### config.mk
export PLATFORM = sky130hd
export DESIGN_NAME = client_read_arb
export DESIGN_NICKNAME = d
export VERILOG_FILES = /design/src/rtl/client_read_arb.sv
export SDC_FILE = /design/constraint.sdc
export NUM_CORES = 1
export LEC_CHECK = 0
export ABC_AREA = 1
export CORE_AREA = 4 4 141 143
export CTS_CLUSTER_SIZE = 24
export DETAILED_ROUTE_END_ITERATION = 16
export DIE_AREA = 0 0 145 147
export PLACE_DENSITY = 0.78
export RECOVER_POWER = 100
export SLEW_MARGIN = 10
export SYNTH_ARGS = -nofsm -noshare
export SYNTH_HDL_FRONTEND = slang
export SYNTH_SLANG_ARGS = --single-unit
### constraint.sdc
create_clock -name clk -period 7 [get_ports clk]
set_input_delay 1.4 -clock clk [delete_from_list [all_inputs] [get_ports clk]]
set_output_delay 1.4 -clock clk [all_outputs]
set_load 0.01 [all_outputs]
### src/rtl/client_read_arb.sv
// rtl/client_read_arb.sv - 16-client SRAM read arbiter, priority client with streak cap plus round-robin
module client_read_arb (
   input  logic              clk,
   input  logic              rst,
   input  logic [15:0]       client_read_req,
   input  logic [15:0][18:0] client_read_addr,
   input  logic [4:0]        client_priority,
   output logic [15:0]       client_read_ack,
   output logic              arb_valid,
   output logic [3:0]        arb_client,
   output logic [18:0]       arb_addr,
   input  logic              arb_ready
);

   logic [3:0]  rr_ptr;
   logic [2:0]  streak;
   logic        slot_free;
   logic        sel;
   logic        prio_hit;
   logic        rr_found;
   logic [3:0]  prio_idx;
   logic [3:0]  rr_win;
   logic [3:0]  win;
   logic [3:0]  idx;
   logic [15:0] scan_mask;

   always_comb begin
      prio_idx  = client_priority[3:0];
      slot_free = !arb_valid | arb_ready;
      sel       = slot_free & !rst & (|client_read_req);
      prio_hit  = client_priority[4] & client_read_req[prio_idx] & (streak < 3'd4);

      // Once the priority client has used up its streak, it only wins the scan when alone.
      scan_mask = client_read_req;
      if (streak == 3'd4 && client_read_req != (16'd1 << prio_idx))
         scan_mask[prio_idx] = 1'b0;

      rr_win   = '0;
      rr_found = 1'b0;
      idx      = '0;
      for (int i = 0; i < 16; i++) begin
         idx = rr_ptr + 4'(i);
         if (!rr_found && scan_mask[idx]) begin
            rr_win   = idx;
            rr_found = 1'b1;
         end
      end

      win = prio_hit ? prio_idx : rr_win;

      client_read_ack = '0;
      if (sel)
         client_read_ack[win] = 1'b1;
   end

   always_ff @(posedge clk) begin
      if (rst) begin
         arb_valid  <= 1'b0;
         arb_client <= '0;
         arb_addr   <= '0;
         rr_ptr     <= '0;
         streak     <= '0;
      end else if (sel) begin
         arb_valid  <= 1'b1;
         arb_client <= win;
         arb_addr   <= client_read_addr[win];
         if (prio_hit) begin
            streak <= streak + 3'd1;
         end else begin
            rr_ptr <= win + 4'd1;
            streak <= '0;
         end
      end else if (arb_valid && arb_ready) begin
         arb_valid <= 1'b0;
      end
   end

endmodule

Yosys cells after proc, flatten, opt, wreduce, memory -nomap -nowiden
Cells that the tools add are included. W data, S select, Z words.

Add/sub/neg operators: 17. Magnitude comparators: 21. Equality and inequality tests: 2. Shift operators: 1. Mux-type cells: 77. Bitwise gates (word level): 8. Reduce and logical (&&, ||, !) cells: 39.

Operators by type and width (number): $lt A4 B5 Y1 const B (18); $bmux W19 S4 (1); $bmux W1 S4 (17); $mux W4 (17); $mux W1 (36); $add A4 B4 Y4 const B (8); $mux W16 (2); $logic_and A1 B1 Y1 (19); $mux W19 (1); $logic_not A1 Y1 (17); $add A4 B3 Y4 const B (4); $and A16 B16 Y16 (1); $ne A16 B16 Y1 (1); $not A16 Y16 (1); $reduce_or A16 Y1 (1); $shl A1 B4 Y16 const A (1); $add A4 B1 Y4 const B (2); $add A4 B2 Y4 const B (2); $demux W1 S4 (2); $ge A4 B1 Y1 const B (2); $and A1 B1 Y1 (4); $add A3 B1 Y3 const B (1); $eq A3 B3 Y1 const B (1); $lt A3 B3 Y1 const B (1); 5 further kinds (5).

Register bits: 31. Output and inout bits: 40. Logic and storage cells: 170.

Depth between registers and ports, before layout
Word-level depth: 61. Depth in mapped cells: 41. Depth with buffers taken out: 40.

Worst setup path after synthesis
No wires, ideal clock.

Kind: input port to output port. Start point: input port client_priority[0]. End point: output port client_read_ack[10]. Arrival time: 5062 ps. Data required time: 5600 ps. Slack: 538 ps. Stages: 33. Path through: nor2_2 > nand2_1 > nand2_1 > nand2_1 > nor2_1 > nand2_1 > nor2_1 > nand2_4 > nand2_4 > nand2_2 > nand3_1 > nand3_1 > nand3_1 > nand3_2 > nand2_4 > nand3_4 > nor2_8 > nand4_4 > nor2_4 > nand4_4 > nor2_4 > nand4_2 > nand2_1 > inv_1 > nand2_2 > nand3_4 > nand2_1 > buf_6 > buf_8 > buf_6 > ha_1 > nand2_1 > nor2_1.

Word-level cells in the longest chain between the ends: 61. Elaborated cells between the ends (all ways): 115. Those cells by class: 4 x order compare; 1 x eq/ne; 1 x shift; 72 x mux; 4 x bitwise; 33 x reduce/logical.

RTL lines: start, declared (RTL line 7) `input logic [4:0] client_priority,`; $lt A4 B5 Y1 (implied by the code) / $ge A4 B1 Y1 (equally long branches) (RTL line 36) `scan_mask[prio_idx] = 1'b0;`; $logic_and A1 B1 Y1 (implied by the code) (RTL line 36); $mux W1 (implied by the code) (RTL line 36); $demux W1 S4 (RTL line 36); $not A16 Y16 (no source line); $and A16 B16 Y16 (no source line); $mux W16 (RTL line 35) `if (streak == 3'd4 && client_read_req != (16'd1 << prio_idx))`; $bmux W1 S4 (RTL line 43) `if (!rr_found && scan_mask[idx]) begin`; [45 not listed]; $logic_and A1 B1 Y1 (RTL line 43); $mux W4 (RTL line 43); $mux W4 (*) (RTL line 49) `win = prio_hit ? prio_idx : rr_win;`; $lt A4 B5 Y1 (implied by the code) / $ge A4 B1 Y1 (equally long branches) (RTL line 53) `client_read_ack[win] = 1'b1;`; $logic_and A1 B1 Y1 (implied by the code) (RTL line 53); $mux W1 (implied by the code) (RTL line 53); $demux W1 S4 (*) (RTL line 53); $mux W16 (*) (RTL line 52) `if (sel)`; end, declared (RTL line 8) `output logic [15:0] client_read_ack,`.

Every way passes the cells marked *; elsewhere a longest branch is shown, timed or not. The select of a mux whose other input is x is not followed.

Final worst setup path
Start point: input port client_priority[0]. End point: output port client_read_ack[11].

The elaborated chain is that of the path after synthesis.

==> metrics.yaml <==
outcome:
  status: "finished clean"
clock_tree:
  cts.reportedPaths.clkPinSlew_ns: 0.05
  clk_path_buf_depth: 2
  cts_tree: "done"
  htree_num_levels: 2
  clock_latency_ns: 0.28
  cts.sinks: 31
  holdBufCountCts: 0
  cts_made_buffers: 5
  cts_root_buffer: "clkbuf_16"
pwr:
  clkPwrFrac_pct: 2.6
  power.switching_mw: 5.14
  power.total_mw: 8.13
  p_int_mw: 2.99
  power_density_nw_per_um2: 636
  p_sw_share_pct: 63.2
  pwr-share-seq_pct: 3.9
  ir_worst_vdd_mv: 0.865
  combPwrFrac_pct: 93.4
  leakage_nw: 6.20
yosys:
  yosys.area.top_type: "nand3_1"
  synthArstFlopShare_pct: 0
  synth-edff-count: 0
  synthMuxAreaShare_pct: 0
  syn_area_um2: 7240
  synth_compound_area_share_pct: 4.75
  yosysWarnings: 0
  ys_ff_latch: 31
  netlist_top_cells_area: "nand3_1, nand2_1, dfxtp_1, inv_1, nor2_1"
  synth_top_family_by_area: "simple AND/OR/NAND/NOR gates"
  synth-simple-area-share_pct: 70.9
  ys_seq_area_share_pct: 8.57
  syn-num-nets: 1786
  avgSynthCellArea_um2: 5.01
  ys.flop_type: "dfxtp_1"
  synth_top_area_share_pct: 35.8
  synth_adder_area_share_pct: 2.25
  netlist_instances: 1445
  yosysUniqueCellTypes: 40
  synth-xor-area-share_pct: 0.847
critical_path:
  r2r_cells: 31
  critPathMaxFanout: 8
  worstSetupStartpointType: "primary input"
  critPathSlowestCell: "or2_4"
  cp-end-kind: "output pin"
  slowest_delay_ns: 0.22
  r2r-end: "arb_addr[10]$_SDFFE_PP0P_"
  rr_startpoint: "streak[0]$_SDFFE_PP0P_"
  path_class: "in -> out"
  r2r_slack_ns: 1.49
  cp_data_arrival_time_ns: 5.56
  path_common_cell: "nand2_1"
  cp.required_ns: 5.60
grt:
  grt_overflow: 0
  grt_pass1_wl_um: 60600
  grt_max_degree: 105
  grt_pass1_vias: 10814
  grt_usage_pct: 35.4
  antenna_found_initial: 1
timing:
  final_max_slew_viol_count: 0
  hold_viol: 0
  clock-skew-final_ns: 0.00199
  period_minus_slack_ns: 6.96
  fin_crit_sh_pct: 99.4
  rsz0062_at_grt: "yes"
  fmax_mhz: 144
  tightest_slew_ns: 1.08
  finalSetupViolCount: 0
  setup_tns_ns: 0
  slew_headroom_pct: 28.1
placed_design:
  place_congestion: 1.02
  dp_hpwl_um: 32000
  dp.cells: 2075
  io_buffer_count: 367
min_path:
  hp-class: "reg -> reg"
  hold_depth: 2
  min_to: "arb_addr[2]$_SDFFE_PP0P_"
  hold_path_startpoint: "arb_addr[2]$_SDFFE_PP0P_"
drt:
  wirelength_um: 41500
  avgRoutedWirePerCell_um: 19.6
  drc: 0
  vias: 11870
  drt.antenna.violating_nets: 0
  drtIter0Drc: 1369
  dr.pass1.iters: 7
  via_per_inst: 5.60
layout:
  diodes: 0
  area_growth_syn_to_layout_pct: 76.7
  num-fill-cells: 1664
  mostFrequentLayoutCells: "nand3_1, nand2_1, clkdlybuf4s50_1"
  final_common_cell: "nand3_1"
  fin_cells: 2119
  drive_gt1_share_pct: 18.5
  utilization_pct: 68.9
  fin_nets: 2226
floorplan:
  fp.dieW_um: 145
  die_area_um2: 21300
  row_count: 50
  die_y_um: 147
  initial_core_util_pct: 39.0
  core_area_um2: 18600
  io_pins: 368
flow_run:
  drv_cap: 0
power by group through the flow:
stage | logic, mW | clock network (mW) | registers, mW
6_report | 7.60 | 0.215 | 0.319
5_1_grt | 8.20 | 0.225 | 0.327
4_1_cts | 7.03 | 0.213 | 0.319
3_5_place_dp | 6.87 | 0 | 0.321
3_3_place_gp | 6.79 | 0 | 0.318
2_1_floorplan | 4.55 | 0 | 0.331
metrics by stage:
step | hold WS [ns] | worst slack, ns | area [µm²]
after floorplan | 0.458 | 0.538 | 7240
after global placement | 0.473 | -0.718 | 11700
after detailed placement | 0.491 | -0.812 | 11700
after CTS | 0.502 | -0.0968 | 12100
after global routing | 0.523 | -0.190 | 12800
final | 0.493 | 0.0403 | 12800
cell type report:
cell class	count	area (µm²)	area share [%]
Clock buffer	6	139	1.09
Sequential cell	31	621	4.85
Inverter	123	469	3.67
Tap cell	234	293	2.29
Clock inverter	1	5.00	0.0391
Timing Repair Buffer	520	4810	37.6
Multi-Input combinational cell	1204	6450	50.4
state kept, by name (all words and copies together), names as in the netlist:
register	cells
arb_valid	1
rr_ptr	4
arb_addr	19
arb_client	4
streak	3
worst max-delay path: cells and delay by family:
| kind | cells | cell delay (ns) |
|---|---|---|
| and+or+nand+nor | 30 | 3.17 |
| buffers and inverters | 8 | 0.97 |
what timing repair did:
item | in CTS | in global routing
buffers inserted | 11 | 24
endpoints found under the setup margin | 16 | 16
cloned | 3 | 0
gates resized for setup | 104 | 183
pin swaps | 21 | 83
Yosys cell counts, types with 2 or more instances:
library cell	count
nand3_1	518
nand2_1	434
inv_1	112
nor2_1	105
clkbuf_1	45
dfxtp_1	31
buf_2	27
o21ai_0	25
a21oi_1	22
nand4_1	18
ha_1	13
buf_6	8
inv_2	8
nand2_2	7
buf_1	5
nand3_2	5
nor2_2	5
o22ai_1	5
xor2_1	5
buf_4	4
nand3b_1	4
nor2_4	4
nor4_1	4
clkinv_1	3
nand2_4	3
o21ai_1	3
a221oi_1	2
a31oi_1	2
nand3_4	2
nand4_2	2
nand4_4	2
nor3_1	2
o21a_1	2
xnor2_1	2
cell families (layout without fill, tap and decap cells):
group,after synthesis,in the layout
AND/OR/NAND/NOR,1118,1121
buffers and inverters,213,650
adder cells (fa/ha/maj),13,13
flip-flops,31,31
XOR/XNOR,7,7
AO/OA/AOI/OAI,63,63
worst max-delay path by stage:
stage	from	end	slack, ns	cells past startpoint
after floorplan	client_priority[0]	client_read_ack[10]	0.54	33
after global placement	client_priority[1]	client_read_ack[10]	-0.72	36
after detailed placement	client_priority[1]	client_read_ack[9]	-0.81	36
after CTS	client_priority[2]	client_read_ack[12]	-0.1	40
after global routing	client_priority[3]	client_read_ack[10]	-0.19	38
final	client_priority[0]	client_read_ack[11]	0.04	38
routing by layer:
metal	wire, µm	global-route usage (%)
met1	15300	41.5
met2	20600	64.6
met3	3620	6.72
met4	1980	12.4
met5	8	0
Power figures use the tool's default switching activity.
